`config.mk`:
```
export PLATFORM = sky130hd
export DESIGN_NAME = icx_spi_slave
export DESIGN_NICKNAME = d
export VERILOG_FILES = /design/src/rtl/icx_spi_slave.sv
export SDC_FILE = /design/constraint.sdc
export NUM_CORES = 1
export LEC_CHECK = 0
export CAP_MARGIN = 20
export CORE_MARGIN = 3
export CORE_UTILIZATION = 52
export CTS_BUF_LIST = sky130_fd_sc_hd__clkbuf_8
export CTS_CLUSTER_DIAMETER = 40
export CTS_CLUSTER_SIZE = 40
export DETAILED_ROUTE_END_ITERATION = 7
export PLACE_DENSITY = 0.87
export SLEW_MARGIN = 20
export SYNTH_ARGS = -nofsm -noshare
export SYNTH_HDL_FRONTEND = slang
export SYNTH_SLANG_ARGS = --single-unit
```
`constraint.sdc`:
```
create_clock -name wb_clk -period 2.7 [get_ports wb_clk]
set_input_delay 0.27 -clock wb_clk [delete_from_list [all_inputs] [get_ports wb_clk]]
set_output_delay 0.27 -clock wb_clk [all_outputs]
set_load 0.005 [all_outputs]
```
`src/rtl/icx_spi_slave.sv`:
```
// Write-only SPI (mode 0) responder on the ICX link: oversamples the SPI lines on wb_clk,
// turns 16-bit frames {addr[3:0], data[11:0]} into register writes and counts malformed frames.
module icx_spi_slave #(
  parameter int         NSYNC    = 2,
  parameter logic [11:0] REG_INIT = 12'h000
) (
  input  logic         wb_clk,
  input  logic         wb_rst,
  input  logic         spi_clk,
  input  logic         spi_cs,
  input  logic         spi_dat,
  output logic         reg_wr,
  output logic [3:0]   reg_adr,
  output logic [11:0]  reg_dat,
  output logic [191:0] regs_o,
  output logic         frame_err,
  output logic [7:0]   err_cnt
);

  localparam int NS   = (NSYNC < 2) ? 2 : NSYNC;
  localparam int WARM = NS + 2;

  typedef enum logic [0:0] {ST_IDLE = 1'b0, ST_SHIFT = 1'b1} state_t;

  logic [NS-1:0]   r_clk_sync;
  logic [NS-1:0]   r_cs_sync;
  logic [NS-1:0]   r_dat_sync;
  logic [WARM-1:0] r_warm;
  logic            r_armed;
  logic            r_clk_d;
  logic            r_cs_d;
  logic            r_clk_rise;
  logic            r_cs_rise;
  logic            r_cs_fall;
  logic            r_dat_q;

  state_t          r_state;
  state_t          w_nxt_state;
  logic [14:0]     r_sr;
  logic [14:0]     w_nxt_sr;
  logic [15:0]     w_sr_shift;
  logic [3:0]      r_cnt;
  logic [3:0]      w_nxt_cnt;
  logic            w_commit;
  logic            w_err;

  logic            r_reg_wr;
  logic            r_frame_err;
  logic [3:0]      r_reg_adr;
  logic [11:0]     r_reg_dat;
  logic [7:0]      r_err_cnt;
  logic [11:0]     r_regs [16];

  logic            w_clk_last;
  logic            w_cs_last;
  logic            w_dat_last;

  assign w_clk_last = r_clk_sync[NS-1];
  assign w_cs_last  = r_cs_sync[NS-1];
  assign w_dat_last = r_dat_sync[NS-1];

  // Synchronisers, edge detectors and the post-reset arming of chip select.
  // A CS that is already low when reset is released must first be seen high,
  // so r_warm waits until the synchroniser holds real pin samples.
  always_ff @(posedge wb_clk or negedge wb_rst) begin
    if (!wb_rst) begin
      r_clk_sync <= {NS{1'b0}};
      r_cs_sync  <= {NS{1'b1}};
      r_dat_sync <= {NS{1'b0}};
      r_warm     <= {WARM{1'b0}};
      r_armed    <= 1'b0;
      r_clk_d    <= 1'b0;
      r_cs_d     <= 1'b1;
      r_clk_rise <= 1'b0;
      r_cs_rise  <= 1'b0;
      r_cs_fall  <= 1'b0;
      r_dat_q    <= 1'b0;
    end else begin
      r_clk_sync <= {r_clk_sync[NS-2:0], spi_clk};
      r_cs_sync  <= {r_cs_sync[NS-2:0], spi_cs};
      r_dat_sync <= {r_dat_sync[NS-2:0], spi_dat};
      r_warm     <= {r_warm[WARM-2:0], 1'b1};
      r_armed    <= r_armed | (r_warm[WARM-1] & w_cs_last);
      r_clk_d    <= w_clk_last;
      r_cs_d     <= w_cs_last;
      r_clk_rise <= w_clk_last & ~r_clk_d;
      r_cs_rise  <= w_cs_last & ~r_cs_d;
      r_cs_fall  <= ~w_cs_last & r_cs_d & r_armed;
      r_dat_q    <= w_dat_last;
    end
  end

  // Frame FSM state, shift register and bit counter.
  always_ff @(posedge wb_clk or negedge wb_rst) begin
    if (!wb_rst) begin
      r_state <= ST_IDLE;
      r_sr    <= 15'h0000;
      r_cnt   <= 4'd0;
    end else begin
      r_state <= w_nxt_state;
      r_sr    <= w_nxt_sr;
      r_cnt   <= w_nxt_cnt;
    end
  end

  assign w_sr_shift = {r_sr, r_dat_q};

  // Next-state logic; the counter wraps 15->0 on the 16th bit, which is the commit point.
  always_comb begin
    w_nxt_state = r_state;
    w_nxt_sr    = r_sr;
    w_nxt_cnt   = r_cnt;
    w_commit    = 1'b0;
    w_err       = 1'b0;
    case (r_state)
      ST_IDLE: begin
        if (r_cs_fall) begin
          w_nxt_state = ST_SHIFT;
          w_nxt_sr    = 15'h0000;
          w_nxt_cnt   = 4'd0;
        end else begin
          w_nxt_state = ST_IDLE;
        end
      end
      ST_SHIFT: begin
        if (r_clk_rise) begin
          w_nxt_sr  = w_sr_shift[14:0];
          w_nxt_cnt = r_cnt + 4'd1;
          w_commit  = (r_cnt == 4'd15);
        end else begin
          w_nxt_sr  = r_sr;
        end
        if (r_cs_rise) begin
          w_nxt_state = ST_IDLE;
          w_err       = (w_nxt_cnt != 4'd0);
        end else begin
          w_nxt_state = ST_SHIFT;
        end
      end
      default: begin
        w_nxt_state = ST_IDLE;
      end
    endcase
  end

  // Word commit, register bank and error accounting.
  always_ff @(posedge wb_clk or negedge wb_rst) begin
    if (!wb_rst) begin
      r_reg_wr    <= 1'b0;
      r_frame_err <= 1'b0;
      r_reg_adr   <= 4'd0;
      r_reg_dat   <= 12'h000;
      r_err_cnt   <= 8'h00;
      for (int k = 0; k < 16; k++) begin
        r_regs[k] <= REG_INIT;
      end
    end else begin
      r_reg_wr    <= w_commit;
      r_frame_err <= w_err;
      if (w_commit) begin
        r_reg_adr                 <= w_sr_shift[15:12];
        r_reg_dat                 <= w_sr_shift[11:0];
        r_regs[w_sr_shift[15:12]] <= w_sr_shift[11:0];
      end
      if (w_err && (r_err_cnt != 8'hFF)) begin
        r_err_cnt <= r_err_cnt + 8'd1;
      end
    end
  end

  for (genvar k = 0; k < 16; k++) begin : g_flat
    assign regs_o[12*k +: 12] = r_regs[k];
  end

  assign reg_wr    = r_reg_wr;
  assign frame_err = r_frame_err;
  assign reg_adr   = r_reg_adr;
  assign reg_dat   = r_reg_dat;
  assign err_cnt   = r_err_cnt;

endmodule

```
==> out/summary.txt <==
Status - completed
Pins Over Slew Limit - 0
Clk buf depth - 3
Via density - 5.59
Initial DRC Count - 238
Worst hold path depth - 1
Syn_nets - 643
Maxcap violations - 0
Post-Synthesis Cells - 636
Die ar. - 20600 µm²
Post-synth EDFFs - 0
Yosys Warn Count - 0
Seq/Total Area, Yosys - 0.648
Die Y - 144 µm
Synth Register Bits - 255
CP peak stage delay - 0.48 ns
Multi-input gate area - 3210 µm²
DR WL/cell - 22.3 µm
First-pass GRT wire length - 39000 µm
Worst min-delay path class - primary input to register
DIE WIDTH - 144 µm
Initial antenna violation count - 0
Gr usage total - 0.243
Final wirelength - 24800 µm
Netlist cell types - 40
Hpwl dp - 16900 µm
Max Fclk - 0.409 GHz
Synth Flop Type - dfrtp_1
Most common cell after layout, fill and taps aside - dfrtp_1
Row cnt - 49
Routed Antenna Nets - 0
Relative slew slack - 0.323
Layout fillers - 1140
Layout net count - 870
Worst R2R Setup Slack - 0.26 ns
# Post-CTS Setup Buffers - 0
Setup CP Type - register to register
RSZ-0062 raised after global routing - no
Most frequent CP cell - buf_4
Gr ovfl total - 0
Root buf cell - clkbuf_8
Share of post-route cells with drive strength above 1 - 0.282
PwrDens - 559 nW/µm²
Area growth, synth to finish - 31.9%
Fin Hold WS - 0.117 ns
DRC - 0
Tmin final - 2.44 ns
H-Tree Depth - 1
Setup-failing EPs final - 0
Largest net degree at the start of global routing - 96
Leak - 6.20 nW
Instance count on the critical path - 8
Final hold violations - 0
Place WS - 0.316 ns
Num CTS Buffers - 29
Reg area - 6380 µm²
Final Core Density - 0.711
Worst-Margin Slew - 1.02 ns
Crit path arrival time - 2.89 ns
Setup TNS - 0 ns
Layout Skew - 0.0218 ns
R2R cell count - 8
CTS Sinks - 255
Clk_lat worst skew - 0.57 ns
Peak VDD IR - 0.423 mV
Delay-heaviest family, CP - simple AND/OR/NAND/NOR gates
Tcrit/Tclk final - 0.905
Vias in the first global route - 6854
Slowest CP cell - dfrtp_1
Crit start category - register
Clock-pin slew on the worst setup and hold paths - 0.08 ns
Post-synthesis cell area - 9850 µm²
IO buf count - 222
Fin worst setup slack - 0.258 ns
Initial Util - 0.539
Synth Area per Inst - 15.5 µm²
Max Fanout on Critical Path - 12
CTS tree - built
Core area - 18300 µm²
Critical Path RT - 3.14 ns
First-pass DRT Iterations - 5
Tot Pwr - 7.27 mW
Commonest non-fill, non-tap cells in the layout - dfrtp_1, clkdlybuf4s50_1, mux2_2
Asr flop ratio synth - 1.00
Placer congestion estimate - 0.824
CP endpoint kind - register
Buf/Inv on CP - 2
Io pins - 223
Vias after detailed routing - 6229
Worst path cell trace - ha_1, and3_1, and3_2, buf_4, nand3b_4, nor3_2, buf_4, mux2_2
Diode count - 0
==> metal layers <==
metal | up-vias | track usage | wire [µm]
met5 | - | 0 | 0
met4 | 0 | 0.0823 | 814
met3 | 61 | 0.0562 | 1430
met2 | 225 | 0.427 | 12900
met1 | 3272 | 0.297 | 9640
li1 | 2671 | - | -
==> report_power, final <==
part	internal, mW	switching [mW]	leakage [nW]
Combinational	0.142	0.190	2.36
Clock	1.40	1.49	0.325
Sequential	3.88	0.167	3.51
==> cell families after synthesis <==
| logic type | share of synthesized area |
|---|---|
| flip-flops | 0.648 |
| multiplexers | 0.261 |
| AND/OR/NAND/NOR | 0.0401 |
| buffers and inverters | 0.0255 |
| AO/OA/AOI/OAI | 0.0150 |
| XOR/XNOR | 0.00711 |
| adder cells (fa/ha/maj) | 0.00254 |
| other | 0.000381 |
==> state kept, by name (all words and copies together), names as in the netlist <==
| register | flops |
|---|---|
| r_cs_sync | 2 |
| r_sr | 15 |
| r_cs_d | 1 |
| r_clk_rise | 1 |
| frame_err | 1 |
| err_cnt | 8 |
| r_warm | 4 |
| r_cnt | 4 |
| r_dat_q | 1 |
| regs_o | 192 |
| r_cs_rise | 1 |
| r_armed | 1 |
| reg_dat | 12 |
| r_state | 1 |
| r_cs_fall | 1 |
| r_clk_d | 1 |
| reg_wr | 1 |
| r_dat_sync | 2 |
| reg_adr | 4 |
| r_clk_sync | 2 |
==> worst paths after layout <==
| path | startpoint | end |
|---|---|---|
| max in group asynchronous | wb_rst | r_cs_d |
| setup reg to reg | r_cnt[0] | regs_o[24] |
| hold / removal | spi_cs | r_cs_sync[0] |
| setup / recovery | r_cnt[0] | regs_o[24] |
| hold reg to reg | r_dat_sync[1] | r_dat_q |
| min in group asynchronous | wb_rst | err_cnt[7] |
==> metrics by stage <==
stage | cell area [µm²] | std cells
3_3_place_gp | 12300 | 1060
5_1_grt | 13000 | 1114
4_1_cts | 13000 | 1114
3_5_place_dp | 12300 | 1060
2_1_floorplan | 9850 | 636
6_report | 13000 | 1114
==> Yosys cell counts, types with 2 or more instances <==
cell type  count  area [µm²]
and3_1         3        18.8
buf_2          9        45.0
buf_4          9        67.6
buf_6          2        22.5
clkbuf_1      29         109
dfrtp_1      252        6310
dfstp_2        3        78.8
ha_1           2        25.0
mux2_1        52         586
mux2_2       148        1670
mux2_4        10         150
mux2i_1       17         170
nand2_1       27         101
nand2b_1       3        18.8
nand3_1        3        15.0
nand4_1        5        31.3
nor2_1         9        33.8
nor2_2         6        37.5
nor2b_1        2        12.5
nor3_2         2        20.0
o21ai_0        3        15.0
o22ai_1       16         100
xnor2_1        7        61.3
==> area by class of cell <==
cell class,instances,area share
Clock buffer,30,0.0318
Tap cell,229,0.0220
Inverter,1,0.000289
Timing Repair Buffer,246,0.188
Sequential cell,255,0.491
Clock inverter,23,0.0190
Multi-Input combinational cell,330,0.247
==> what timing repair did <==
action / CTS / global route
resized for setup: 0 / 0
endpoints found under the hold margin: 88 / 0
hold buffers: 1 / 0
Power figures use the tool's default switching activity.
